$ cat src/rtl/ps2_codes.sv
// ps2_codes: scan-code constants shared by the PS/2 receiver and its consumers.
//   SC_UP/DOWN/LEFT/RIGHT/ENTER : set-2 codes of the keys the cursor block acts on
//   SC_NONE                     : "no key held" marker
//   SC_EXT / SC_BREAK           : receiver prefix bytes; the receiver consumes these
//                                 and never forwards them downstream
package ps2_codes;

  localparam logic [7:0] SC_UP    = 8'h75;
  localparam logic [7:0] SC_DOWN  = 8'h72;
  localparam logic [7:0] SC_LEFT  = 8'h6B;
  localparam logic [7:0] SC_RIGHT = 8'h74;
  localparam logic [7:0] SC_ENTER = 8'h5A;
  localparam logic [7:0] SC_NONE  = 8'h00;

  localparam logic [7:0] SC_EXT   = 8'hE0;
  localparam logic [7:0] SC_BREAK = 8'hF0;

  // True for the five codes this block reacts to; everything else is ignored.
  function automatic logic is_recognised(input logic [7:0] code);
    return (code == SC_UP)   || (code == SC_DOWN)  ||
           (code == SC_LEFT) || (code == SC_RIGHT) ||
           (code == SC_ENTER);
  endfunction

endpackage

$ cat src/rtl/cursor_ctrl_if.sv
// cursor_ctrl_if: keyboard-byte input and cursor/event outputs of cursor_ctrl.
//   code_in/code_valid : scan-code byte and one-cycle ready strobe from the receiver
//   cursor_x/cursor_y  : current cursor position
//   moved/select       : one-cycle event pulses
//   held_code          : code of the key currently held, 8'h00 when none
// Modports: master = receiver/display side, slave = cursor_ctrl.
interface cursor_ctrl_if #(
  parameter int X_W = 7,
  parameter int Y_W = 6
);
  logic [7:0]     code_in;
  logic           code_valid;
  logic [X_W-1:0] cursor_x;
  logic [Y_W-1:0] cursor_y;
  logic           moved;
  logic           select;
  logic [7:0]     held_code;

  modport master (
    output code_in, code_valid,
    input  cursor_x, cursor_y, moved, select, held_code
  );

  modport slave (
    input  code_in, code_valid,
    output cursor_x, cursor_y, moved, select, held_code
  );
endinterface

$ cat src/rtl/cursor_axis.sv
// cursor_axis: one bounded cursor coordinate (0..MAX) with saturate or wrap edges.
//   clk, rst_n : clock and asynchronous active-low reset (already synchronised)
//   inc, dec   : one-step move requests (simultaneous requests cancel)
//   pos        : registered position, resets to MAX/2
//   changed    : registered pulse, high the cycle after pos actually changed
module cursor_axis #(
  parameter int MAX  = 79,
  parameter int W    = 7,
  parameter bit WRAP = 1'b0
) (
  input  logic         clk,
  input  logic         rst_n,
  input  logic         inc,
  input  logic         dec,
  output logic [W-1:0] pos,
  output logic         changed
);

  localparam logic [W-1:0] MAX_V   = W'(MAX);
  localparam logic [W-1:0] RESET_V = W'(MAX / 2);

  logic [W-1:0] r_pos;
  logic         r_changed;
  logic [W-1:0] w_pos_next;
  logic         w_changed_next;

  // Edge comparison happens before the step so the value never leaves 0..MAX.
  always_comb begin
    w_pos_next     = r_pos;
    w_changed_next = 1'b0;
    if (inc && !dec) begin
      if (r_pos == MAX_V) begin
        if (WRAP) begin
          w_pos_next     = '0;
          w_changed_next = 1'b1;
        end
      end else begin
        w_pos_next     = r_pos + 1'b1;
        w_changed_next = 1'b1;
      end
    end else if (dec && !inc) begin
      if (r_pos == '0) begin
        if (WRAP) begin
          w_pos_next     = MAX_V;
          w_changed_next = 1'b1;
        end
      end else begin
        w_pos_next     = r_pos - 1'b1;
        w_changed_next = 1'b1;
      end
    end
  end

  always_ff @(posedge clk or negedge rst_n) begin
    if (!rst_n) begin
      r_pos     <= RESET_V;
      r_changed <= 1'b0;
    end else begin
      r_pos     <= w_pos_next;
      r_changed <= w_changed_next;
    end
  end

  assign pos     = r_pos;
  assign changed = r_changed;

endmodule

$ cat src/rtl/cursor_ctrl.sv
// cursor_ctrl: turns PS/2 arrow/Enter scan codes into a bounded cursor and events.
//   clk : system clock (same as the keyboard receiver)
//   rst : asynchronous active-low reset; release is synchronised internally
//   io  : cursor_ctrl_if.slave
//         in : code_in, code_valid
//         out: cursor_x, cursor_y, moved, select, held_code
// The receiver strobes once for a make code and once for the code after a break
// prefix, so strobes of the same code alternate press/release via held_code.
module cursor_ctrl
  import ps2_codes::*;
#(
  parameter int X_MAX = 79,
  parameter int Y_MAX = 59,
  parameter int X_W   = 7,
  parameter int Y_W   = 6,
  parameter bit WRAP  = 1'b0
) (
  input  logic        clk,
  input  logic        rst,
  cursor_ctrl_if.slave io
);

  // Assertion propagates immediately; release waits two clock edges.
  logic [1:0] r_rst_sync;
  logic       w_rst_n;

  always_ff @(posedge clk or negedge rst) begin
    if (!rst) begin
      r_rst_sync <= 2'b00;
    end else begin
      r_rst_sync <= {r_rst_sync[0], 1'b1};
    end
  end

  assign w_rst_n = r_rst_sync[1];

  logic [7:0] r_held_code;
  logic       r_select;

  logic w_strobe;
  logic w_press;
  logic w_up, w_down, w_left, w_right, w_enter;

  // A recognised strobe that differs from the held key is a press (this also
  // covers replacing a different held key); a repeat of the held key is a release.
  assign w_strobe = io.code_valid && is_recognised(io.code_in);
  assign w_press  = w_strobe && (io.code_in != r_held_code);

  assign w_up    = w_press && (io.code_in == SC_UP);
  assign w_down  = w_press && (io.code_in == SC_DOWN);
  assign w_left  = w_press && (io.code_in == SC_LEFT);
  assign w_right = w_press && (io.code_in == SC_RIGHT);
  assign w_enter = w_press && (io.code_in == SC_ENTER);

  always_ff @(posedge clk or negedge w_rst_n) begin
    if (!w_rst_n) begin
      r_held_code <= SC_NONE;
      r_select    <= 1'b0;
    end else begin
      r_select <= w_enter;
      if (w_strobe) begin
        r_held_code <= w_press ? io.code_in : SC_NONE;
      end
    end
  end

  logic [X_W-1:0] w_x;
  logic [Y_W-1:0] w_y;
  logic           w_x_changed;
  logic           w_y_changed;

  cursor_axis #(
    .MAX  (X_MAX),
    .W    (X_W),
    .WRAP (WRAP)
  ) u_axis_x (
    .clk     (clk),
    .rst_n   (w_rst_n),
    .inc     (w_right),
    .dec     (w_left),
    .pos     (w_x),
    .changed (w_x_changed)
  );

  // Screen rows grow downwards: down increments y.
  cursor_axis #(
    .MAX  (Y_MAX),
    .W    (Y_W),
    .WRAP (WRAP)
  ) u_axis_y (
    .clk     (clk),
    .rst_n   (w_rst_n),
    .inc     (w_down),
    .dec     (w_up),
    .pos     (w_y),
    .changed (w_y_changed)
  );

  assign io.cursor_x  = w_x;
  assign io.cursor_y  = w_y;
  assign io.moved     = w_x_changed | w_y_changed;
  assign io.select    = r_select;
  assign io.held_code = r_held_code;

endmodule

$ cat src/flat_wrapper.sv
// flat-port wrapper written by rule: the top's interface ports become plain ports
module cursor_ctrl_flat import ps2_codes::*;
#(
  parameter int X_MAX = 79,
  parameter int Y_MAX = 59,
  parameter int X_W   = 7,
  parameter int Y_W   = 6,
  parameter bit WRAP  = 1'b0
)
  (clk, rst, io_code_in, io_code_valid, io_cursor_x, io_cursor_y, io_moved, io_select, io_held_code);
  cursor_ctrl_if #(.X_W(X_W), .Y_W(Y_W)) io_i ();
  input  logic clk;
  input  logic rst;
  input wire logic [$bits(io_i.code_in)-1:0] io_code_in;
  input wire logic [$bits(io_i.code_valid)-1:0] io_code_valid;
  output wire logic [$bits(io_i.cursor_x)-1:0] io_cursor_x;
  output wire logic [$bits(io_i.cursor_y)-1:0] io_cursor_y;
  output wire logic [$bits(io_i.moved)-1:0] io_moved;
  output wire logic [$bits(io_i.select)-1:0] io_select;
  output wire logic [$bits(io_i.held_code)-1:0] io_held_code;
  assign io_i.code_in = io_code_in;
  assign io_i.code_valid = io_code_valid;
  assign io_cursor_x = io_i.cursor_x;
  assign io_cursor_y = io_i.cursor_y;
  assign io_moved = io_i.moved;
  assign io_select = io_i.select;
  assign io_held_code = io_i.held_code;
  cursor_ctrl #(.X_MAX(X_MAX), .Y_MAX(Y_MAX), .X_W(X_W), .Y_W(Y_W), .WRAP(WRAP)) u_core (.clk(clk), .rst(rst), .io(io_i));
endmodule
$ cat config.mk
export PLATFORM = sky130hd
export DESIGN_NAME = cursor_ctrl_flat
export DESIGN_NICKNAME = d
export VERILOG_FILES = /design/src/rtl/ps2_codes.sv /design/src/rtl/cursor_ctrl_if.sv /design/src/rtl/cursor_axis.sv /design/src/rtl/cursor_ctrl.sv /design/src/flat_wrapper.sv
export SDC_FILE = /design/constraint.sdc
export NUM_CORES = 1
export LEC_CHECK = 0
export CAP_MARGIN = 5
export CORE_MARGIN = 2
export CORE_UTILIZATION = 52
export CTS_CLUSTER_DIAMETER = 80
export DETAILED_ROUTE_END_ITERATION = 10
export PLACE_DENSITY = 0.8
export SKIP_CTS_REPAIR_TIMING = 1
export SLEW_MARGIN = 20
export SYNTH_ARGS = -nofsm -noshare
export SYNTH_HDL_FRONTEND = slang
export SYNTH_SLANG_ARGS = --single-unit
$ cat constraint.sdc
create_clock -name clk -period 1.45 [get_ports clk]
set_clock_uncertainty 0.2 [all_clocks]
set_input_delay 0.435 -clock clk [delete_from_list [all_inputs] [get_ports clk]]
set_output_delay 0.435 -clock clk [all_outputs]
set_load 0.02 [all_outputs]
==> impl_metrics.ini, run 1 <==
[clock_network]
clock_path_buffers = 2
cts_made_buffers = 3
cts_sinks = 26
ctsHtreeMaxLevel = 1
clockRootBuffer = clkbuf_4

[yosys]
synth_top_cell_by_area = dfrtp_1
synth-edff-count = 0
synth.distinct_cells = 49
synth-main-ff-cell = dfrtp_1
synth_common_cells = dfrtp_1, ha_1, nor2_1
syn_nets = 195
synth.most_common_cell = dfrtp_1
synth_cells = 168
syn_area_per_cell_um2 = 10.61
synth_area_leaders = dfrtp_1, dfstp_2, ha_1, xor2_1, mux2_4
ys_seq_area_frac = 0.3708
netlist.area_leader.share = 0.2528
async_flop_share = 1.000
ys_seq_elements = 26
netlist_area_um2 = 1782
yosys_warnings = 0

[outcome]
error = [ERROR DPL-0033] detailed placement checks failed during check placement.
stop_stage = global routing (5_1_grt)
status = did not finish

[place]
hpwl_mm = 3.783
dp_cells = 310
port_buffers = 33
gp_congestion = 0.9442
pre_cts_slack_ps = -2245

[die]
rows = 21
initial_core_util = 0.5382
die_y_um = 62.54
ios = 34
die_w_um = 62.54

[timing]
postGrtWorstEndpoint = u_core.u_axis_x.pos[5]$_DFFE_PN1P_/D
endpoint_type = sequential cell input

[global_routing]
antenna_found_initial = 0
grt_max_degree = 23
-- stage by stage --
| step | setup TNS, ps | cell area (um2) |
|---|---|---|
| detailed placement | -45790 | 2828 |
| floorplan | -21000 | 1967 |
| CTS | -46700 | 2880 |
| global placement | -44150 | 2828 |
-- cell families after synthesis --
group | count (synthesis) | share of synthesized area
simple gates | 56 | 0.1840
compound gates | 36 | 0.1559
flops | 26 | 0.3708
fa+ha+maj | 16 | 0.1208
xor+xnor | 15 | 0.07374
mux | 11 | 0.07795
buf+inv | 7 | 0.01475
other cells | 1 | 0.002105
==> run 2, diff against run 1 <==
CORE_UTILIZATION = 40   (was 52)
CTS_CLUSTER_DIAMETER = not set   (was 80)
PLACE_DENSITY = not set   (was 0.8)
PLACE_DENSITY_LB_ADDON = 0.15   (was not set)
==> impl_metrics.ini, run 2 <==
[timing]
min_period_over_period = 2.164
setup_tns_ps = -28400
worst_slack_ps = -1688
period_needed_ps = 3138
grt_setup_unrepaired = true
clock.fmax_mhz = 318.6
slew_violations = 0
finalHoldViolations = 0
setup_viol = 46

[detailed_routing]
drc = 0
viasPerCell = 5.200
firstDrtPassIters = 4
routed_wl_mm = 5.083
wl_per_cell_um = 15.17
drtIter0Drc = 43
ant_nets = 0
vias = 1742

[clock_network]
clk_pin_slew_ps = 100
cts_tree = built
cts_made_buffers = 3
clk_latency_ps = 280
cts_sinks = 26
clockRootBuffer = clkbuf_8
clock_path_buffers = 2
ctsHtreeMaxLevel = 1

[setup_path]
critPathMaxStageDelay_ps = 410
critPathLaunchType = flip-flop
path_buf_inv = 3
critical_path_class = flip-flop to flip-flop
cp-end-kind = flip-flop
critPathMaxFanout = 7
crit_family = simple AND/OR/NAND/NOR gates
path_cells = xor2_1 > nor4_2 > buf_4 > nand2_4 > nand4_1 > buf_4 > or2_4 > ha_4 > clkinv_8 > ha_4 > a211oi_2 > nor2_2 > mux2i_1 > nand3_1 > xnor2_1
critPathSlowestCell = dfrtp_1
crit_arrival_ps = 3110
critPathRequiredTime_ps = 1420

[yosys]
yosys.area_share.simple = 0.1840
synth-edff-count = 0
yosys_warnings = 0
syn_area_per_cell_um2 = 10.61
ys_seq_elements = 26
synth.distinct_cells = 49
netlist.area_leader.share = 0.2528
synth_area_leaders = dfrtp_1, dfstp_2, ha_1, xor2_1, mux2_4
synth_fa_ha_area_frac = 0.1208
synth_top_family_by_area = simple AND/OR/NAND/NOR gates
ys_seq_area_frac = 0.3708
synth_top_cell_by_area = dfrtp_1
synth-main-ff-cell = dfrtp_1
synth_common_cells = dfrtp_1, ha_1, nor2_1
syn_nets = 195
synth.most_common_cell = dfrtp_1
netlist_area_um2 = 1782
async_flop_share = 1.000
synth-compound-area-share = 0.1559
synth_mux_area_frac = 0.07795
synth_cells = 168
synth_xor_area_frac = 0.07374

[global_routing]
antenna_found_initial = 0
grt_pass1_wl_mm = 7.769
grt_pass1_vias = 1735
gr-total-overflow = 0
grtUsageTotal = 0.1918
grt_max_degree = 16

[die]
die_area_um2 = 5004
initial_core_util = 0.4120
die_y_um = 70.74
core-area_um2 = 4324
ios = 34
rows = 24
die_w_um = 70.74

[outcome]
status = finished, violations left
violations = setup timing

[place]
dp_cells = 318
hpwl_mm = 3.632
pre_cts_slack_ps = -2316
gp_congestion = 0.8354
port_buffers = 33

[pwr]
p_per_area_nw_per_um2 = 562.8
power_mw = 1.871
max-vdd-ir-drop_mv = 0.3877
p_leak_nw = 1.603

[flow_run]
cap_violations = 0

[final_layout]
fin_cells = 335
final_common_cell = buf_4
areaGrowthSynthToFinish_pct = 86.59
antennaDiodeCount = 0
drive_above_1_share = 0.6431
final_nets = 311
largest_register_ffs = 8
layout_common_cells = buf_4, buf_6, dfrtp_1

[hold_path]
hold_path.class = flip-flop to async pin
-- run 2: cell counts after synthesis --
No cell type changed its count.
-- run 2: cells by family (layout without fill, tap and decap cells) --
family          after synthesis  in the layout
fa+ha+maj                    16             16
flops                        26             26
simple gates                 56             56
other cells                   1              1
xor+xnor                     15             15
compound gates               36             36
mux                          11             11
buf+inv                       7            122
-- run 2: cell type report --
| cell class | instances | area (um2) |
|---|---|---|
| clock inverters | 1 | 30.03 |
| repair buffers | 111 | 1047 |
| inverters | 7 | 46.29 |
| well taps | 52 | 65.06 |
| clock buffers | 3 | 41.29 |
| flip-flops and latches | 26 | 665.6 |
| multi-input cells | 135 | 1429 |
| fillers | 275 | 999.7 |
-- run 2: final timing paths --
check	startpoint	endpoint	slack, ps	cells after the start
setup / recovery	u_core.io.held_code[4]	u_core.u_axis_y.pos[5]	-1690	15
hold / removal	u_core.r_rst_sync[1]	u_core.io.held_code[2]	9	1
setup reg to reg	u_core.io.held_code[4]	u_core.u_axis_y.pos[5]	-1690	15
hold reg to reg	u_core.r_rst_sync[1]	u_core.io.held_code[2]	9	1
max in group asynchronous	u_core.r_rst_sync[1]	u_core.u_axis_x.pos[5]	800	1
min in group clk	u_core.r_rst_sync[0]	u_core.r_rst_sync[1]	170	0
-- run 2: metal layers --
metal / global-route usage / routed length (um)
met4: 0.05241 / 87
met2: 0.3551 / 2790
met1: 0.2349 / 2099
met3: 0.02137 / 105
met5: 0 / 0
-- run 2: worst reg2reg max path, delay by kind of cell, from the launching register on --
kind                     cells  cell delay [ps]
AO/OA/AOI/OAI                1              250
XOR/XNOR                     2              300
buffers and inverters        3              430
multiplexers                 1              150
AND/OR/NAND/NOR              6              870
adder cells (fa/ha/maj)      2              420
flip-flops                   1              410
-- run 2: metrics by stage --
| stage | cell area (um2) | util | hold slack [ps] |
|---|---|---|---|
| after floorplan | 1967 | - | -60.59 |
| after global placement | 2850 | 0.6591 | -6.646 |
| after detailed placement | 2850 | 0.6591 | 11.11 |
| after CTS | 2922 | 0.6756 | 24.15 |
| after global routing | 3324 | 0.7688 | 40.96 |
| final | 3324 | 0.7688 | 9.066 |
-- run 2: power breakdown --
part / switching, mW / internal, mW
sequential: 0.0329 / 0.765
clock: 0.250 / 0.370
combinational: 0.197 / 0.256
total: 0.480 / 1.39
No activity file was read; power rests on OpenSTA's default activity.
==> run 3, diff against run 2 <==
SETUP_SLACK_MARGIN = 0.4   (was not set)
==> impl_metrics.ini, run 3 (synthesis results as in run 2) <==
[clock_network]
cts_sinks = 26
clk_latency_ps = 280
clk_pin_slew_ps = 100
clock_path_buffers = 2
cts_made_buffers = 3
ctsHtreeMaxLevel = 1
clockRootBuffer = clkbuf_8
cts_tree = built

[die]
initial_core_util = 0.4120
die_w_um = 70.74
die_area_um2 = 5004
rows = 24
core-area_um2 = 4324
die_y_um = 70.74
ios = 34

[setup_path]
critical_path_class = flip-flop to flip-flop
crit_arrival_ps = 3080
critPathMaxFanout = 6
cp-end-kind = flip-flop
critPathRequiredTime_ps = 1450
reg2reg_depth = 13
critPathLaunchType = flip-flop

[final_layout]
largest_register_ffs = 8
antennaDiodeCount = 0
final_nets = 310
final_common_cell = buf_4
layout_common_cells = buf_4, buf_6, dfrtp_2
fin_util = 0.7679
areaGrowthSynthToFinish_pct = 86.38
drive_above_1_share = 0.6738
fin_cells = 334

[pwr]
p_leak_nw = 1.595
max-vdd-ir-drop_mv = 0.5771
p_per_area_nw_per_um2 = 557.8

[detailed_routing]
ant_nets = 0
drc = 0
drtIter0Drc = 29
vias = 1694
routed_wl_mm = 5.062
firstDrtPassIters = 4
wl_per_cell_um = 15.16
viasPerCell = 5.072

[timing]
timing.hold.ws_ps = -60.72
min_period_over_period = 2.123
worst_slack_ps = -1628
period_needed_ps = 3078
finalHoldViolations = 5
grt_setup_unrepaired = true
slew_violations = 0
clock.fmax_mhz = 324.9
setup_viol = 46

[global_routing]
grt_max_degree = 20
gr-total-overflow = 0
grtUsageTotal = 0.1896
grt_pass1_vias = 1700
grt_pass1_wl_mm = 7.769
antenna_found_initial = 0

[place]
port_buffers = 33
gp_congestion = 0.8311
dp_cells = 319
hpwl_mm = 3.574

[flow_run]
cap_violations = 0

[hold_path]
hold_path.class = flip-flop to async pin

[outcome]
violations = hold timing, setup timing
status = finished, violations left
[run 3: metrics by stage]
| step | area (um2) | setup WS (ps) | total power, mW | TNS (ps) |
|---|---|---|---|---|
| after floorplan | 1981 | -1586 | 0.9482 | -21010 |
| final | 3321 | -1628 | 1.852 | -28950 |
| after detailed placement | 2884 | -2284 | 1.164 | -46380 |
| after CTS | 2955 | -2009 | 1.778 | -46800 |
| after global placement | 2884 | -2215 | 1.155 | -45020 |
| after global routing | 3321 | -1798 | 1.929 | -32290 |
[run 3: final cells by class]
type                       instances  area [um2]
multi-input combinational        135        1454
timing repair buffer             110        1012
fill                             272        1003
sequential                        26       676.9
tap                               52       65.06
clock buffer                       3       41.29
inverter                           7       41.29
clock inverter                     1       30.03
[run 3: final timing paths]
check,start,slack [ps],end
min in group clk,u_core.r_rst_sync[0],160,u_core.r_rst_sync[1]
setup reg to reg,u_core.io.held_code[7],-1630,u_core.u_axis_x.pos[6]
setup / recovery,u_core.io.held_code[7],-1630,u_core.u_axis_x.pos[6]
max in group asynchronous,u_core.r_rst_sync[1],610,u_core.u_axis_y.pos[2]
hold reg to reg,u_core.r_rst_sync[1],-60,u_core.io.held_code[2]
hold / removal,u_core.r_rst_sync[1],-60,u_core.io.held_code[2]
[run 3: where the power goes]
| part | switching (mW) | internal, mW | total, mW |
|---|---|---|---|
| logic | 0.185 | 0.245 | 0.430 |
| registers | 0.0345 | 0.767 | 0.802 |
| clock network | 0.251 | 0.370 | 0.621 |
| total | 0.470 | 1.38 | 1.85 |
[run 3: critical path, stage by stage (launching register included)]
cell and delay [ps]:
dfrtp_2 430, xor2_1 180, nor4_2 400, nand2_4 110
nand4_1 190, nor2_2 80, ha_4 190, inv_8 80
ha_4 200, nor2b_4 120, o31a_1 300, o22ai_2 150
mux2i_1 230, xnor2_1 140
[run 3: routing by layer]
metal / vias up / share of wire / global-route usage
li1: 841 / - / -
met2: 17 / 0.53 / 0.3281
met4: 0 / 0.0085 / 0.04193
met5: - / 0 / 0
met3: 6 / 0.017 / 0.01709
met1: 830 / 0.44 / 0.2593
